[config.mk]
export PLATFORM = sky130hd
export DESIGN_NAME = limit_multi
export DESIGN_NICKNAME = d
export VERILOG_FILES = /design/src/rtl/limit_pkg.sv /design/src/rtl/limit_chan.sv /design/src/rtl/limit_multi.sv
export SDC_FILE = /design/constraint.sdc
export NUM_CORES = 1
export LEC_CHECK = 0
export ABC_AREA = 0
export CAP_MARGIN = 20
export CORE_ASPECT_RATIO = 1.4
export CORE_MARGIN = 2
export CORE_UTILIZATION = 45
export DETAILED_ROUTE_END_ITERATION = 8
export PLACE_DENSITY = 0.75
export SETUP_SLACK_MARGIN = 0.02
export SLEW_MARGIN = 0
export SYNTH_ARGS = -nofsm -noshare
export SYNTH_HDL_FRONTEND = slang
export SYNTH_SLANG_ARGS = --single-unit
[constraint.sdc]
create_clock -name clk_in -period 3.1 [get_ports clk_in]
set_clock_uncertainty 0.05 [all_clocks]
set_input_delay 0.775 -clock clk_in [delete_from_list [all_inputs] [get_ports clk_in]]
set_output_delay 0.775 -clock clk_in [all_outputs]
set_load 0.01 [all_outputs]
[src/rtl/limit_pkg.sv]
// Shared types and constants for the multi-channel output limiter.
package limit_pkg;

    typedef enum logic [1:0] {
        TRACK   = 2'd0,
        RAILED  = 2'd1,
        CLEAR   = 2'd2,
        HOLDOFF = 2'd3
    } chan_state_e;

    localparam logic [1:0] RAIL_HI   = 2'b10;
    localparam logic [1:0] RAIL_LO   = 2'b01;
    localparam logic [1:0] RAIL_NONE = 2'b00;
    localparam logic [1:0] RAIL_CFG  = 2'b11;

    localparam int LIMIT_W  = 16;
    localparam int HEADROOM = 4;

endpackage

[src/rtl/limit_chan.sv]
// One limiter channel: clamp against signed limits, rail-dwell FSM and
// one-cycle integrator-clear generation.
module limit_chan
    import limit_pkg::*;
#(
    parameter int SIGNAL_IN_SIZE  = 16,
    parameter int SIGNAL_OUT_SIZE = 16,
    parameter int DWELL_W         = 16
) (
    input  logic                                     clk_in,
    input  logic                                     rst_n_in,
    input  logic                                     valid,
    input  logic signed [LIMIT_W-1:0]                minval,
    input  logic signed [LIMIT_W-1:0]                maxval,
    input  logic                                     center_en,
    input  logic        [DWELL_W-1:0]                rail_hold,
    input  logic signed [SIGNAL_IN_SIZE+HEADROOM-1:0] sample,
    output logic signed [SIGNAL_OUT_SIZE-1:0]        limited,
    output logic        [1:0]                        railed,
    output logic                                     clear,
    output logic                                     cfg_err
);

    localparam int CMP_W = LIMIT_W + HEADROOM;
    localparam int SCALE = SIGNAL_OUT_SIZE - LIMIT_W;
    localparam logic [DWELL_W-1:0] CNT_ZERO = {DWELL_W{1'b0}};
    localparam logic [DWELL_W-1:0] CNT_ONE  = DWELL_W'(1);
    localparam logic [DWELL_W-1:0] CNT_MAX  = {DWELL_W{1'b1}};

    logic signed [CMP_W-1:0]           top_s;
    logic signed [CMP_W-1:0]           min_ext_s;
    logic signed [CMP_W-1:0]           max_ext_s;
    logic signed [SIGNAL_OUT_SIZE-1:0] min_sc_s;
    logic signed [SIGNAL_OUT_SIZE-1:0] max_sc_s;
    logic signed [SIGNAL_OUT_SIZE-1:0] pass_s;
    logic signed [SIGNAL_OUT_SIZE-1:0] next_out_s;
    logic        [1:0]                 next_rail_s;
    logic                              hi_s;
    logic                              lo_s;
    logic                              err_s;
    logic                              rail_any_s;
    logic        [DWELL_W-1:0]         hold_eff_s;
    logic        [DWELL_W-1:0]         cnt_inc_s;

    chan_state_e                       state_r;
    logic        [DWELL_W-1:0]         cnt_r;
    logic signed [SIGNAL_OUT_SIZE-1:0] limited_r;
    logic        [1:0]                 railed_r;
    logic                              clear_r;
    logic                              cfg_err_r;

    // The top 20 bits carry the headroom, so out-of-range samples compare correctly
    assign top_s      = sample[SIGNAL_IN_SIZE+HEADROOM-1 -: CMP_W];
    assign min_ext_s  = CMP_W'(minval);
    assign max_ext_s  = CMP_W'(maxval);
    assign min_sc_s   = SIGNAL_OUT_SIZE'(minval) <<< SCALE;
    assign max_sc_s   = SIGNAL_OUT_SIZE'(maxval) <<< SCALE;
    assign pass_s     = sample[SIGNAL_IN_SIZE-1 -: SIGNAL_OUT_SIZE];
    assign hi_s       = top_s > max_ext_s;
    assign lo_s       = top_s < min_ext_s;
    assign err_s      = minval > maxval;
    assign rail_any_s = (hi_s | lo_s) & ~err_s;
    assign hold_eff_s = (rail_hold == CNT_ZERO) ? CNT_ONE : rail_hold;
    assign cnt_inc_s  = (cnt_r == CNT_MAX) ? cnt_r : cnt_r + CNT_ONE;

    // Select the limited value and rail code for the current sample
    always_comb begin
        next_out_s  = pass_s;
        next_rail_s = RAIL_NONE;
        if (err_s) begin
            next_out_s  = min_sc_s;
            next_rail_s = RAIL_CFG;
        end else if (hi_s) begin
            next_out_s  = max_sc_s;
            next_rail_s = RAIL_HI;
        end else if (lo_s) begin
            next_out_s  = min_sc_s;
            next_rail_s = RAIL_LO;
        end else begin
            next_out_s  = pass_s;
            next_rail_s = RAIL_NONE;
        end
    end

    // Output registers and rail-dwell FSM
    always_ff @(posedge clk_in or negedge rst_n_in) begin
        if (!rst_n_in) begin
            state_r   <= TRACK;
            cnt_r     <= CNT_ZERO;
            limited_r <= '0;
            railed_r  <= RAIL_NONE;
            clear_r   <= 1'b0;
            cfg_err_r <= 1'b0;
        end else begin
            clear_r   <= 1'b0;
            cfg_err_r <= err_s;
            if (valid) begin
                limited_r <= next_out_s;
                railed_r  <= next_rail_s;
            end else begin
                limited_r <= limited_r;
                railed_r  <= railed_r;
            end
            case (state_r)
                TRACK, HOLDOFF: begin
                    if (valid && rail_any_s) begin
                        cnt_r <= CNT_ONE;
                        if (center_en && (CNT_ONE >= hold_eff_s)) begin
                            state_r <= CLEAR;
                            clear_r <= 1'b1;
                        end else begin
                            state_r <= RAILED;
                        end
                    end else if (valid) begin
                        state_r <= TRACK;
                        cnt_r   <= CNT_ZERO;
                    end else begin
                        state_r <= state_r;
                    end
                end
                RAILED: begin
                    if (valid && rail_any_s) begin
                        // hi->lo jumps keep counting; the dwell is about being railed at all
                        cnt_r <= cnt_inc_s;
                        if (center_en && (cnt_inc_s >= hold_eff_s)) begin
                            state_r <= CLEAR;
                            clear_r <= 1'b1;
                        end else begin
                            state_r <= RAILED;
                        end
                    end else if (valid) begin
                        state_r <= TRACK;
                        cnt_r   <= CNT_ZERO;
                    end else begin
                        state_r <= RAILED;
                    end
                end
                CLEAR: begin
                    state_r <= HOLDOFF;
                    cnt_r   <= CNT_ZERO;
                end
                default: begin
                    state_r <= TRACK;
                    cnt_r   <= CNT_ZERO;
                end
            endcase
        end
    end

    assign limited = limited_r;
    assign railed  = railed_r;
    assign clear   = clear_r;
    assign cfg_err = cfg_err_r;

endmodule

[src/rtl/limit_multi.sv]
// N-channel servo output limiter: parallel limit_chan instances plus shared
// valid pipeline and sticky rail status.
module limit_multi
    import limit_pkg::*;
#(
    parameter int N_CH            = 2,
    parameter int SIGNAL_IN_SIZE  = 16,
    parameter int SIGNAL_OUT_SIZE = 16,
    parameter int DWELL_W         = 16
) (
    input  logic                                          clk_in,
    input  logic                                          rst_n_in,
    input  logic                                          valid_in,
    input  logic [LIMIT_W*N_CH-1:0]                       minval_in,
    input  logic [LIMIT_W*N_CH-1:0]                       maxval_in,
    input  logic [N_CH-1:0]                               center_when_railed_in,
    input  logic [DWELL_W-1:0]                            rail_hold_in,
    input  logic                                          status_clr_in,
    input  logic [(SIGNAL_IN_SIZE+HEADROOM)*N_CH-1:0]     signal_in,
    output logic                                          valid_out,
    output logic [SIGNAL_OUT_SIZE*N_CH-1:0]               signal_out,
    output logic [2*N_CH-1:0]                             railed_out,
    output logic [2*N_CH-1:0]                             railed_sticky_out,
    output logic [N_CH-1:0]                               clear_out,
    output logic [N_CH-1:0]                               cfg_err_out
);

    localparam int IW = SIGNAL_IN_SIZE + HEADROOM;

    logic              valid_r;
    logic [2*N_CH-1:0] sticky_r;

    for (genvar k = 0; k < N_CH; k++) begin : g_chan
        limit_chan #(
            .SIGNAL_IN_SIZE (SIGNAL_IN_SIZE),
            .SIGNAL_OUT_SIZE(SIGNAL_OUT_SIZE),
            .DWELL_W        (DWELL_W)
        ) u_chan (
            .clk_in   (clk_in),
            .rst_n_in (rst_n_in),
            .valid    (valid_in),
            .minval   (minval_in[LIMIT_W*k +: LIMIT_W]),
            .maxval   (maxval_in[LIMIT_W*k +: LIMIT_W]),
            .center_en(center_when_railed_in[k]),
            .rail_hold(rail_hold_in),
            .sample   (signal_in[IW*k +: IW]),
            .limited  (signal_out[SIGNAL_OUT_SIZE*k +: SIGNAL_OUT_SIZE]),
            .railed   (railed_out[2*k +: 2]),
            .clear    (clear_out[k]),
            .cfg_err  (cfg_err_out[k])
        );
    end

    // Valid delay and sticky rail flags; a rail seen during a clear survives it
    always_ff @(posedge clk_in or negedge rst_n_in) begin
        if (!rst_n_in) begin
            valid_r  <= 1'b0;
            sticky_r <= '0;
        end else begin
            valid_r <= valid_in;
            if (status_clr_in) begin
                sticky_r <= railed_out;
            end else begin
                sticky_r <= sticky_r | railed_out;
            end
        end
    end

    assign valid_out         = valid_r;
    assign railed_sticky_out = sticky_r;

endmodule

==> flow_summary.ini, run 1 <==
[global_routing]
grt_max_degree = 42
grt-ovfl-total = 0
grt_use_total = 0.3146
grt_pass1_vias = 9675
grt_pass1_wl_um = 46440
antenna_found_initial = 0

[synth]
yosysTopAreaCell = dfrtp_1
synthSimpleGateAreaFrac = 0.1711
synthCells = 941
synth.avg_cell_area_um2 = 8.462
synth_xor_area_frac = 0.03520
synth_top_family_by_area = adder cells
synth_edf_count = 0
yosys_warnings = 0
synth_cell_types = 66
synth_top_cells_by_count = 148 x ha_1, 112 x inv_1, 83 x nand2_1
synth_async_sr_flop_share = 1.000
synthAdderAreaFrac = 0.2326
synth_seq_cells = 81
yosys.cell_count.top_type = ha_1
synthesis.nets = 1215
ys.flop_type = dfrtp_1
netlist_top_cells_area = dfrtp_1 25%, ha_1 23%, inv_1 5.3%, a21oi_1 4.0%, nand2_1 3.9%
synth_compound_area_frac = 0.2066
synth_seq_area_share = 0.2546
syn_area_mm2 = 0.007963
netlist.area_leader.share = 0.2546
synth.mux.area_fraction = 0.02813

[sta]
rsz0062_at_grt = yes
fmax_mhz = 305.6
finalSetupViolCount = 48
fin_ws_ns = -0.1725
hold_viol_final = 0
slew_headroom = 0.5072
maxSlewViolCount = 0
post-route-period-util = 1.056
period_needed_ns = 3.273
worst_pin_slew_ns = 0.7365

[floorplanning]
die_area_mm2 = 0.01879
die_h_um = 161.4
initial_core_util = 0.4595
row_count = 57
die_x_um = 116.4
io_pins = 171
core_region_area_mm2 = 0.01733

[flow_run]
max_cap_viol_count = 0

[power_and_ir_drop]
clockPowerShare = 0.231
swShare = 0.3828
cellPowerDensity_mw_per_mm2 = 344.9
finalPower_mw = 4.689
peakVddDrop_v = 0.0003080
p_int_mw = 2.894
combPwrFrac = 0.495
cellLeakagePower_nw = 6.590
netSwitchingPower_mw = 1.795
p_seq_frac = 0.274

[routing]
route.detailed.drc = 0
wl_per_cell_um = 20.36
drtPass1Iterations = 6
wl_met1_um = 11740
highest-signal-layer = met4
avgViaCountPerCell = 5.963
ant_nets = 0
wl_met2_um = 16490
drt_iter0_drc = 620
vias = 9499
wl_met3_um = 1793
wirelength_um = 32440

[worst_setup_path]
critPathKind = flop to flop
cp.arrival_ns = 3.50
cp_max_fo = 3
endpoint_kind = flop
worstPathRequired_ns = 3.33
reg2reg_depth = 14
cp-start-kind = flop

[final_layout]
nets = 1626
n_antenna_cell = 0
drive_gt1_frac = 0.3994
area_delta_synth_final_pct = 70.74

[placed_design]
pre_cts_ws_ns = -0.8747
place.gp.congestion = 0.9398
dpl.hpwl_um = 20770
port_buffers = 170

[cts]
cts_buffer_depth = 2
htree_levels = 3
clock-sinks = 81
clkTransAtPathRegs_ns = 0.07
cts_buffers = 9
cts_root_buf = clkbuf_16
insertion_delay_ns = 0.36
tritoncts = done

[status]
status = finished, violations left
violations = setup timing

[min_path]
min_path_type = input port to async pin
==> critical path, stage by stage, from the launching register on <==
cell	delay, ns
dfrtp_1	0.41
ha_4	0.16
nand4_1	0.13
or4_4	0.46
buf_6	0.14
xnor2_2	0.12
ha_1	0.28
nand2b_4	0.15
a21oi_4	0.15
nand2_1	0.08
a311o_1	0.37
a211o_1	0.30
a31oi_1	0.17
a31oi_1	0.06
o21ai_1	0.17
==> sequential cells by signal, summed over array words and instances, names as in the netlist <==
register               flops
g_chan.u_chan.cfg_err      2
g_chan.u_chan.clear        2
g_chan.u_chan.cnt_r       32
g_chan.u_chan.limited     32
g_chan.u_chan.railed       4
g_chan.u_chan.state_r      4
railed_sticky_out          4
valid_out                  1
==> kinds of logic after synthesis <==
logic type / after synthesis
simple gates: 265
fa+ha+maj: 148
flops: 81
mux: 22
compound gates: 246
xor+xnor: 32
buf+inv: 147
==> worst paths after layout <==
check                                     startpoint                          end  slack, ns
max                        g_chan[1].u_chan.cnt_r[1]  g_chan[1].u_chan.state_r[0]      -0.17
min                                         rst_n_in    g_chan[0].u_chan.cnt_r[4]       0.37
max reg2reg                g_chan[1].u_chan.cnt_r[1]  g_chan[1].u_chan.state_r[0]      -0.17
min reg2reg                     railed_sticky_out[3]         railed_sticky_out[3]       0.43
max in group asynchronous                   rst_n_in     g_chan[0].u_chan.cfg_err       1.98
min in group clk_in             railed_sticky_out[3]         railed_sticky_out[3]       0.43
==> routing by layer <==
metal,global-route usage,vias to the layer above
met5,0,-
met4,0.1802,0
met3,0.04728,202
met2,0.5677,472
met1,0.3424,4524
li1,-,4301
==> per-stage QoR <==
stage	util	hold WS (ns)	TNS (ns)	std cells	area, um2
detailed placement	0.6668	0.4184	-44.35	1532	11560
global route	0.7845	0.4263	-10.35	1593	13600
global placement	0.6668	0.4150	-39.82	1532	11560
floorplan	-	0.4294	-1.225	941	8024
CTS	0.7345	0.3784	-0.3217	1581	12730
finish	0.7845	0.3723	-3.089	1593	13600
==> layout make-up <==
cell class | instances | area [um2]
Clock buffer | 11 | 252.7
Multi-Input combinational cell | 714 | 6761
Sequential cell | 81 | 2027
Inverter | 112 | 437.9
Tap cell | 236 | 295.3
Clock inverter | 5 | 38.79
Timing Repair Buffer | 434 | 3782
Fill cell | 1058 | 3735
==> repair_timing <==
item,4_1_cts,5_1_grt
setup buffers,33,11
cloned,1,3
hold buffers,0,0
endpoints found under the setup margin,71,73
resized for setup,264,221
pin swaps,90,70
==> cell usage in the layout, fill, tap and decap left out, drive strengths merged, types with 37 or more instances in the layout <==
cell type	synthesis	routed
a21oi	64	64
buf	9	283
clkdlybuf4s50	0	74
dfrtp	81	81
ha	148	148
inv	112	113
nand2	83	83
nor2	37	37
o21ai	54	54
==> power groups by stage <==
stage | Combinational (mW) | Clock (mW) | Sequential [mW]
final | 2.32 | 1.08 | 1.28
after global routing | 2.48 | 1.13 | 1.30
after CTS | 1.94 | 1.08 | 1.28
after detailed placement | 1.77 | 0 | 1.30
after global placement | 1.73 | 0 | 1.29
after floorplan | 0.823 | 0 | 1.33
Power figures use the tool's default switching activity.
==> inputs of run 2 (changes only) <==
Settings changed: REMOVE_ABC_BUFFERS set to 1.
==> run 2 against run 1 <==
  * The flow finishes with violations (DRC, setup timing)
  * Power is 0.39% lower
  * Count of clock-buffer cells in the layout shrank 1
  * Cell count rose by 1.3%
  * Combinational power is 2% lower
  * Sequential share of layout area barely moved
  * Routed wire length is 0.93% higher
==> flow_summary.ini, run 2 (synthesis results as in run 1) <==
[status]
status = finished, violations left
violations = DRC, setup timing

[routing]
drt_iter0_drc = 773
drtPass1Iterations = 9
ant_nets = 0
wirelength_um = 32740
vias = 9571
wl_per_cell_um = 20.30
route.detailed.drc = 3
avgViaCountPerCell = 5.934

[final_layout]
final_util = 0.7859
multi_input_area_mm2 = 0.006680
fillers = 1029
drive_gt1_frac = 0.3946
nets = 1645
layout_commonest_cell = buf_4
regArea_mm2 = 0.002028
area_delta_synth_final_pct = 71.04
layout_common_cells = 263 x buf_4, 105 x ha_1, 83 x inv_1

[worst_setup_path]
path_buf_inv = 3
cp-start-kind = flop
cp_common_cell = buf_4
cp_top_family = compound AO/OA/AOI/OAI gates
cpPeakStageDelay_ns = 0.39
worstPathRequired_ns = 3.27
cp_max_fo = 3
cp_slowest_cell = or3b_4
path_cells = ha_2 > nand2_4 > buf_4 > nor2_1 > o21ai_1 > buf_4 > buf_4 > xnor2_1 > ha_1 > a21oi_2 > nor2b_1 > o21ai_1 > a21oi_1 > or3b_4 > a22oi_2 > o31a_1 > o221ai_2
cp.arrival_ns = 3.61
endpoint_kind = flop
critPathKind = flop to flop

[placed_design]
port_buffers = 170
place.gp.congestion = 0.9527
dpl.hpwl_um = 20660

[power_and_ir_drop]
finalPower_mw = 4.671
combPwrFrac = 0.486
peakVddDrop_v = 0.0002562
netSwitchingPower_mw = 1.751
cellPowerDensity_mw_per_mm2 = 342.9
cellLeakagePower_nw = 6.588
clockPowerShare = 0.239
swShare = 0.3749
p_seq_frac = 0.275
p_int_mw = 2.920

[cts]
cts_buffers = 9
cts_root_buf = clkbuf_16
cts_buffer_depth = 2
clock-sinks = 81
tritoncts = done
insertion_delay_ns = 0.35
clkTransAtPathRegs_ns = 0.07
htree_levels = 3

[floorplanning]
die_h_um = 161.4
die_area_mm2 = 0.01879
initial_core_util = 0.4595
io_pins = 171
core_region_area_mm2 = 0.01733
die_x_um = 116.4
row_count = 57

[global_routing]
grt_max_degree = 44
grt_use_total = 0.3148
grt-ovfl-total = 0
antenna_found_initial = 1
grt_pass1_vias = 9659
grt_pass1_wl_um = 46680

[sta]
worst_pin_slew_ns = 1.146
finalSetupViolCount = 38
fin_ws_ns = -0.3386
hold_viol_final = 0
post-route-period-util = 1.109
fmax_mhz = 290.8
period_needed_ns = 3.439
rsz0062_at_grt = yes
maxSlewViolCount = 0
slew_headroom = 0.2362

[flow_run]
max_cap_viol_count = 0

[min_path]
min_path_type = input port to async pin
-- run 2: what timing repair did --
| item | 4_1_cts | 5_1_grt |
|---|---|---|
| buffers inserted | 34 | 18 |
| cloned | 2 | 2 |
| pin swaps | 103 | 73 |
| gates resized for setup | 307 | 168 |
| hold endpoints to repair | 0 | 0 |
| setup endpoints to repair | 73 | 73 |
| hold buffers | 0 | 0 |
-- run 2: final cells by class --
cell class | instances | area share
flip-flops and latches | 81 | 0.1489
multi-input cells | 713 | 0.4905
clock inverters | 6 | 0.004961
diodes | 1 | 0.0001837
inverters | 112 | 0.03179
repair buffers | 454 | 0.2852
well taps | 236 | 0.02168
clock buffers | 10 | 0.01681
-- run 2: path summary, 6_finish.rpt --
path                            slack (ns)  cells past startpoint                           to                       from
min in group clk_in                   0.44                      1         railed_sticky_out[3]       railed_sticky_out[3]
worst max-delay path                 -0.34                     17  g_chan[0].u_chan.state_r[1]  g_chan[0].u_chan.cnt_r[0]
worst min-delay path                  0.37                      1  g_chan[1].u_chan.limited[2]                   rst_n_in
max in group asynchronous             1.96                      2    g_chan[0].u_chan.cnt_r[7]                   rst_n_in
worst min register to register        0.44                      1         railed_sticky_out[3]       railed_sticky_out[3]
worst max register to register       -0.34                     17  g_chan[0].u_chan.state_r[1]  g_chan[0].u_chan.cnt_r[0]
-- run 2: metrics by stage --
stage	hold slack (ns)	std cells	TNS, ns	worst slack [ns]	area (um2)
global route	0.4069	1613	-7.295	-0.4319	13620
detailed placement	0.4235	1542	-49.10	-0.8612	11580
finish	0.3660	1613	-4.376	-0.3386	13620
CTS	0.3846	1594	-0.2856	-0.1006	12920
global placement	0.4183	1542	-43.83	-0.7523	11580
floorplan	0.4294	906	-49.13	-1.439	7811
-- run 2: worst reg2reg max path, delay by kind of cell (launching register included) --
family / cells / cell delay [ns]
buffers and inverters: 3 / 0.44
AO/OA/AOI/OAI: 7 / 1.18
flip-flops: 1 / 0.37
AND/OR/NAND/NOR: 4 / 0.72
adder cells (fa/ha/maj): 2 / 0.42
XOR/XNOR: 1 / 0.15
-- run 2: layer usage --
| metal | global-route usage | share of wire | vias to the layer above |
|---|---|---|---|
| met5 | 0 | 0 | - |
| met4 | 0.1905 | 0.070 | 0 |
| met3 | 0.04390 | 0.059 | 184 |
| met2 | 0.5624 | 0.52 | 513 |
| met1 | 0.3454 | 0.35 | 4559 |
| li1 | - | - | 4315 |
-- run 2: power groups by stage --
stage                     logic, mW  clock network, mW  registers (mW)
after floorplan               0.771                  0            1.33
after global placement         1.76                  0            1.29
after detailed placement       1.80                  0            1.29
after CTS                      1.99               1.11            1.28
after global routing           2.42               1.16            1.29
final                          2.27               1.12            1.28
==> inputs of run 3 (changes only) <==
Settings changed: CORE_ASPECT_RATIO 1.4 to not set, CORE_UTILIZATION 45 to 38, PLACE_DENSITY 0.75 to not set, SYNTH_HIERARCHICAL set to 1.
==> run 3 against run 2 <==
  * The run ends with setup timing left
  * First-iteration DRC count decreased by 25%
  * Routed wire length about the same
  * Count of clock-buffer cells in the layout unchanged
  * Area after synthesis increased by 9.6%
  * Final area increased by 4.2%
  * Via count increased by 2.6%
  * Critical path depth decreased by 3
  * Hold slack improved by 0.0029 ns
  * Register-to-register slack improved by 0.31 ns
  * Synthesized cell count increased by 9.0%
==> flow_summary.ini, run 3 <==
[sta]
tns_ns = -0.04516
whs_ns = 0.3689
slew_headroom = 0.4170
maxSlewViolCount = 0
worst_pin_slew_ns = 0.8654
finalSetupViolCount = 2
fmax_mhz = 319.5
fin_ws_ns = -0.02942
rsz0062_at_grt = yes
hold_viol_final = 0
period_needed_ns = 3.129
post-route-period-util = 1.009

[global_routing]
grt_pass1_vias = 9774
grt_use_total = 0.2611
antenna_found_initial = 0
grt_pass1_wl_um = 50450
grt_max_degree = 37
grt-ovfl-total = 0

[cts]
cts_buffer_depth = 2
htree_levels = 3
tritoncts = done
clkTransAtPathRegs_ns = 0.07
cts_buffers = 9
clock-sinks = 81
cts_root_buf = clkbuf_16
insertion_delay_ns = 0.36

[worst_setup_path]
cp.arrival_ns = 3.32
reg2reg_depth = 14
cp_max_fo = 3
critPathKind = flop to flop
cp-start-kind = flop
worstPathRequired_ns = 3.29
endpoint_kind = flop

[synth]
yosys.cell_count.top_type = ha_1
netlist.area_leader.share = 0.2324
synth_cell_types = 74
netlist_top_cells_area = dfrtp_1 23%, ha_1 22%, inv_1 5.2%, nand3_1 3.5%, a21oi_1 3.3%
synth_seq_cells = 81
synth_top_cells_by_count = 150 x ha_1, 121 x inv_1, 81 x dfrtp_1
synth_edf_count = 0
synthCells = 1026
yosys_warnings = 6
synth_seq_area_share = 0.2324
ys.flop_type = dfrtp_1
synth.avg_cell_area_um2 = 8.502
syn_area_mm2 = 0.008723
synth_async_sr_flop_share = 1.000
yosysTopAreaCell = dfrtp_1

[power_and_ir_drop]
cellPowerDensity_mw_per_mm2 = 365.6
cellLeakagePower_nw = 6.974
peakVddDrop_v = 0.0002152
finalPower_mw = 5.187

[status]
status = finished, violations left
violations = setup timing

[routing]
route.detailed.drc = 0
avgViaCountPerCell = 5.625
drtPass1Iterations = 5
wirelength_um = 32720
drt_iter0_drc = 579
vias = 9821
wl_per_cell_um = 18.74
ant_nets = 0

[placed_design]
placed_area_mm2 = 0.01246
place.gp.congestion = 0.8815
port_buffers = 170
dpl.hpwl_um = 23040
pre_cts_ws_ns = -0.7467
place_inst = 1684

[final_layout]
n_antenna_cell = 0
drive_gt1_frac = 0.3566
fillers = 1858
area_delta_synth_final_pct = 62.64
nets = 1732
fin_cells = 1746
layout_commonest_cell = buf_4
fin_area_mm2 = 0.01419
final_util = 0.6285
layout_common_cells = 262 x buf_4, 106 x ha_1, 95 x inv_1

[floorplanning]
die_x_um = 155.5
die_area_mm2 = 0.02418
die_h_um = 155.5
io_pins = 171
core_region_area_mm2 = 0.02257
initial_core_util = 0.3865
row_count = 55

[min_path]
min_path_type = input port to async pin

[flow_run]
max_cap_viol_count = 0
## run 3: cell count changes after synthesis, sizes merged, moves of 15 or more
cell	delta
nand3	+44
o21ai	-23
o2bb2ai	+16
a31o	+17
a22oi	-18
a222oi	-16
nor4	+17
a221o	+15
a2bb2oi	+17
## run 3: area by class of cell
type,count,area (um2),share of cell area
multi-input cells,781,7102,0.5006
repair buffers,460,3955,0.2788
flip-flops and latches,81,2027,0.1429
inverters,123,466.7,0.03290
well taps,285,356.6,0.02513
clock buffers,10,229.0,0.01614
clock inverters,6,51.30,0.003616
## run 3: layer usage
layer | GRT usage | part of all wire | vias to the layer above
met5 | 0 | 0 | -
met4 | 0.07995 | 0.025 | 0
met3 | 0.04401 | 0.063 | 56
met2 | 0.4300 | 0.47 | 357
met1 | 0.3506 | 0.44 | 4702
li1 | - | - | 4706
## run 3: what timing repair did
item / 4_1_cts / 5_1_grt
gates cloned: 8 / 0
hold endpoints to repair: 0 / 0
setup endpoints to repair: 74 / 71
hold buffers: 0 / 0
pin swaps: 66 / 76
buffers inserted: 24 / 17
resized for setup: 264 / 145
## run 3: worst max-delay path, stage by stage (launching register included)
cell	delay, ns
dfrtp_1	0.36
and4_4	0.24
nand4_1	0.12
or3_4	0.42
and3_4	0.16
nand4_1	0.10
nor2_2	0.06
or2_4	0.23
ha_4	0.21
and3_4	0.14
a2111o_1	0.40
a31oi_4	0.18
o41ai_4	0.11
a21oi_1	0.18
nor3b_1	0.06
## run 3: where the power goes
part	switching [mW]	leakage [nW]	internal, mW
registers	0.122	1.02	1.22
clock network	0.527	0.134	0.557
logic	1.40	5.82	1.36
## run 3: kinds of logic after synthesis
group	synth area share
adders and majority gates	0.2151
xor gates and xnor gates	0.02510
muxes	0.02826
DFF	0.2324
and+or+nand+nor	0.1911
AOI/OAI and AO/OA	0.2303
buffers and inverters	0.07774
## run 3: final timing paths
| check | end | start | slack [ns] |
|---|---|---|---|
| setup / recovery | g_chan[0].u_chan/clear | g_chan[0].u_chan/cnt_r[5] | -0.03 |
| hold / removal | g_chan[1].u_chan/cnt_r[13] | rst_n_in | 0.37 |
| setup reg to reg | g_chan[0].u_chan/clear | g_chan[0].u_chan/cnt_r[5] | -0.03 |
| hold reg to reg | railed_sticky_out[1] | railed_sticky_out[1] | 0.43 |
| max in group asynchronous | g_chan[1].u_chan/cnt_r[5] | rst_n_in | 1.95 |
| min in group clk_in | railed_sticky_out[1] | railed_sticky_out[1] | 0.43 |
==> edit (settings of run 3) <==
Re-encode `chan_state_e` (4 states) as one-hot, 4 bits wide.
--- a/src/rtl/limit_pkg.sv
+++ b/src/rtl/limit_pkg.sv
@@ -1,11 +1,11 @@
 // Shared types and constants for the multi-channel output limiter.
 package limit_pkg;
 
-    typedef enum logic [1:0] {
-        TRACK   = 2'd0,
-        RAILED  = 2'd1,
-        CLEAR   = 2'd2,
-        HOLDOFF = 2'd3
+    typedef enum logic [3:0] {
+        TRACK   = 4'b0001,
+        RAILED  = 4'b0010,
+        CLEAR   = 4'b0100,
+        HOLDOFF = 4'b1000
     } chan_state_e;
 
     localparam logic [1:0] RAIL_HI   = 2'b10;
Check against the original RTL: same outputs for any inputs over 4 cycles, from zero or initial values and one cycle with rst_n_in low; so few cycles prove little.
==> edit against run 3 <==
- design area decreased by 0.63%
- sequential cell count increased by 4
- utilization decreased by 0.39 points
- via count decreased by 5.3%
- non-clock buffer count decreased by 36
- clock power increased by 7%
- area after synthesis decreased by 0.34%
- setup slack improved by 0.055 ns
- power decreased by 7.5%
- wire length decreased by 7.9%
- worst hold slack improved by 0.013 ns
- highest routed layer unchanged
==> edit: results (changes against run 3) <==
Power and ir drop
  • Net Sw Frac: 0.354 (-0.0404)
  • Lkg Pwr: 6.75 nW (-3.2%)
  • Clk power: 1.16 mW (+7%)
  • Gate power share: 0.470 (-0.062)
  • Maximum vdd ir drop: 0.229 mV (+6.6%)
  • Switching pwr: 1.70 mW (-17%)

Worst setup path
  • R2R setup slack: 0.03 ns (+0.06 ns)
  • RR Startpoint: g_chan[1].u_chan/cnt_r[0]
  • R2R cell count: 15 (+1)
  • Worst reg2reg path endpoint: g_chan[1].u_chan/clear
  • Slowest stage delay, CP: 0.40 ns (-0.02 ns)

Synth
  • Sequential area share after synthesis: 0.245 (+0.0126)
  • Compound-Gate Fraction of Synth Area: 0.230 (about the same)
  • Area contributors post-synth: dfrtp_1 24%, ha_1 21%, inv_1 5.0%, a21oi_1 3.8%, o21ai_0 2.8%
  • Commonest cells in the netlist: 144 x ha_1, 116 x inv_1, 83 x dfrtp_1
  • Mux contribution to synthesized area: 0.0531 (+0.0249)
  • Syn Inst Count: 1,013 (-1.3%)
  • Post-synthesis xor/xnor area fraction: 0.0261 (+0.000950)
  • Adder-cell area share of the yosys netlist: 0.207 (-0.00789)
  • Netlist cell types: 75 (+1.4%)

Global routing
  • Largest net degree at the start of global routing: 48 (+30%)
  • First-pass GRT wire length: 47,000 um (-6.9%)
  • GRT met2 Usage: 0.422 (-0.00825)
  • Vias in the first global route: 9,210 (-5.8%)
  • Met1 GRT Util: 0.320 (-0.0306)
  • Total GRT Usage: 0.244 (-0.0172)

Placement
  • Placed cells: 1,631 (-3.1%)
  • Pre-CTS WS: -0.713 ns (+0.0339 ns)
  • HPWL Detailed: 22,500 um (-2.3%)
  • GP Congestion: 0.895 (+1.6%)

Drt
  • Starting DRT DRC Count: 667 (+15%)
  • Routed WL per cell: 17.7 um (-5.4%)
  • Vias per cell: 5.47 (-2.8%)

Timing
  • Period utilisation layout: 0.992 (-0.0179)
  • Slew @ Worst Pin: 0.794 ns (-0.0715 ns)

Clock network
  • Setup repair bufs after CTS: 27 (+13%)
  • # resized after CTS: 244 (-7.6%)

Run status
  • Status: finished, final reports clean

Final layout
  • Area growth, synth to finish: 62.2%
  • Non-filler instance count after layout: 1,700 (-2.6%)
[edit: cell types whose count changed after synthesis, moves of 15 or more]
cell,before,now
a2bb2oi_1,17,1
mux2_2,5,21
nand2_1,71,55
nand3_1,61,46
nand4_1,39,24
nor3_1,10,26
nor4_1,27,7
o21ai_0,26,48
o2bb2ai_1,16,0
[edit: layout make-up]
cell class / instances / area [um^2]
fillers: 1912 / 8470
multi-input cells: 772 / 7100
repair buffers: 424 / 3750
flip-flops and latches: 85 / 2130
inverters: 118 / 453
well taps: 285 / 357
clock buffers: 9 / 225
clock inverters: 7 / 81.3
[edit: worst register-to-register path, delay by kind of cell (launching register included)]
family                     cells  cell delay, ns
AOI/OAI and AO/OA              5            0.73
muxes                          1            0.32
buffers and inverters          2            0.29
adders and majority gates      2            0.41
DFF                            1            0.36
and+or+nand+nor                5            0.79
[edit: how the worst min path moves through the flow]
stage / start / endpoint / slack, ns
4_1_cts: rst_n_in / g_chan[1].u_chan/limited[8] / 0.39
3_3_place_gp: railed_sticky_out[3] / railed_sticky_out[3] / 0.42
6_report: rst_n_in / g_chan[1].u_chan/limited[10] / 0.38
2_1_floorplan: rst_n_in / g_chan[0].u_chan/cfg_err / 0.43
5_1_grt: rst_n_in / g_chan[1].u_chan/limited[4] / 0.42
3_5_place_dp: railed_sticky_out[3] / railed_sticky_out[3] / 0.42
[edit: metal layers]
metal | vias to the layer above | wire length [um]
li1 | 4592 | -
met1 | 4371 | 13500
met2 | 280 | 14500
met3 | 53 | 1330
met4 | 0 | 765
met5 | - | 0
[edit: logic make-up (layout without fill, tap and decap cells)]
group                    after synthesis  in the layout
AO/OA/AOI/OAI                        286            287
AND/OR/NAND/NOR                      275            275
buffers and inverters                157            558
adder cells (fa/ha/maj)              144            144
flip-flops                            85             85
multiplexers                          41             41
XOR/XNOR                              25             25
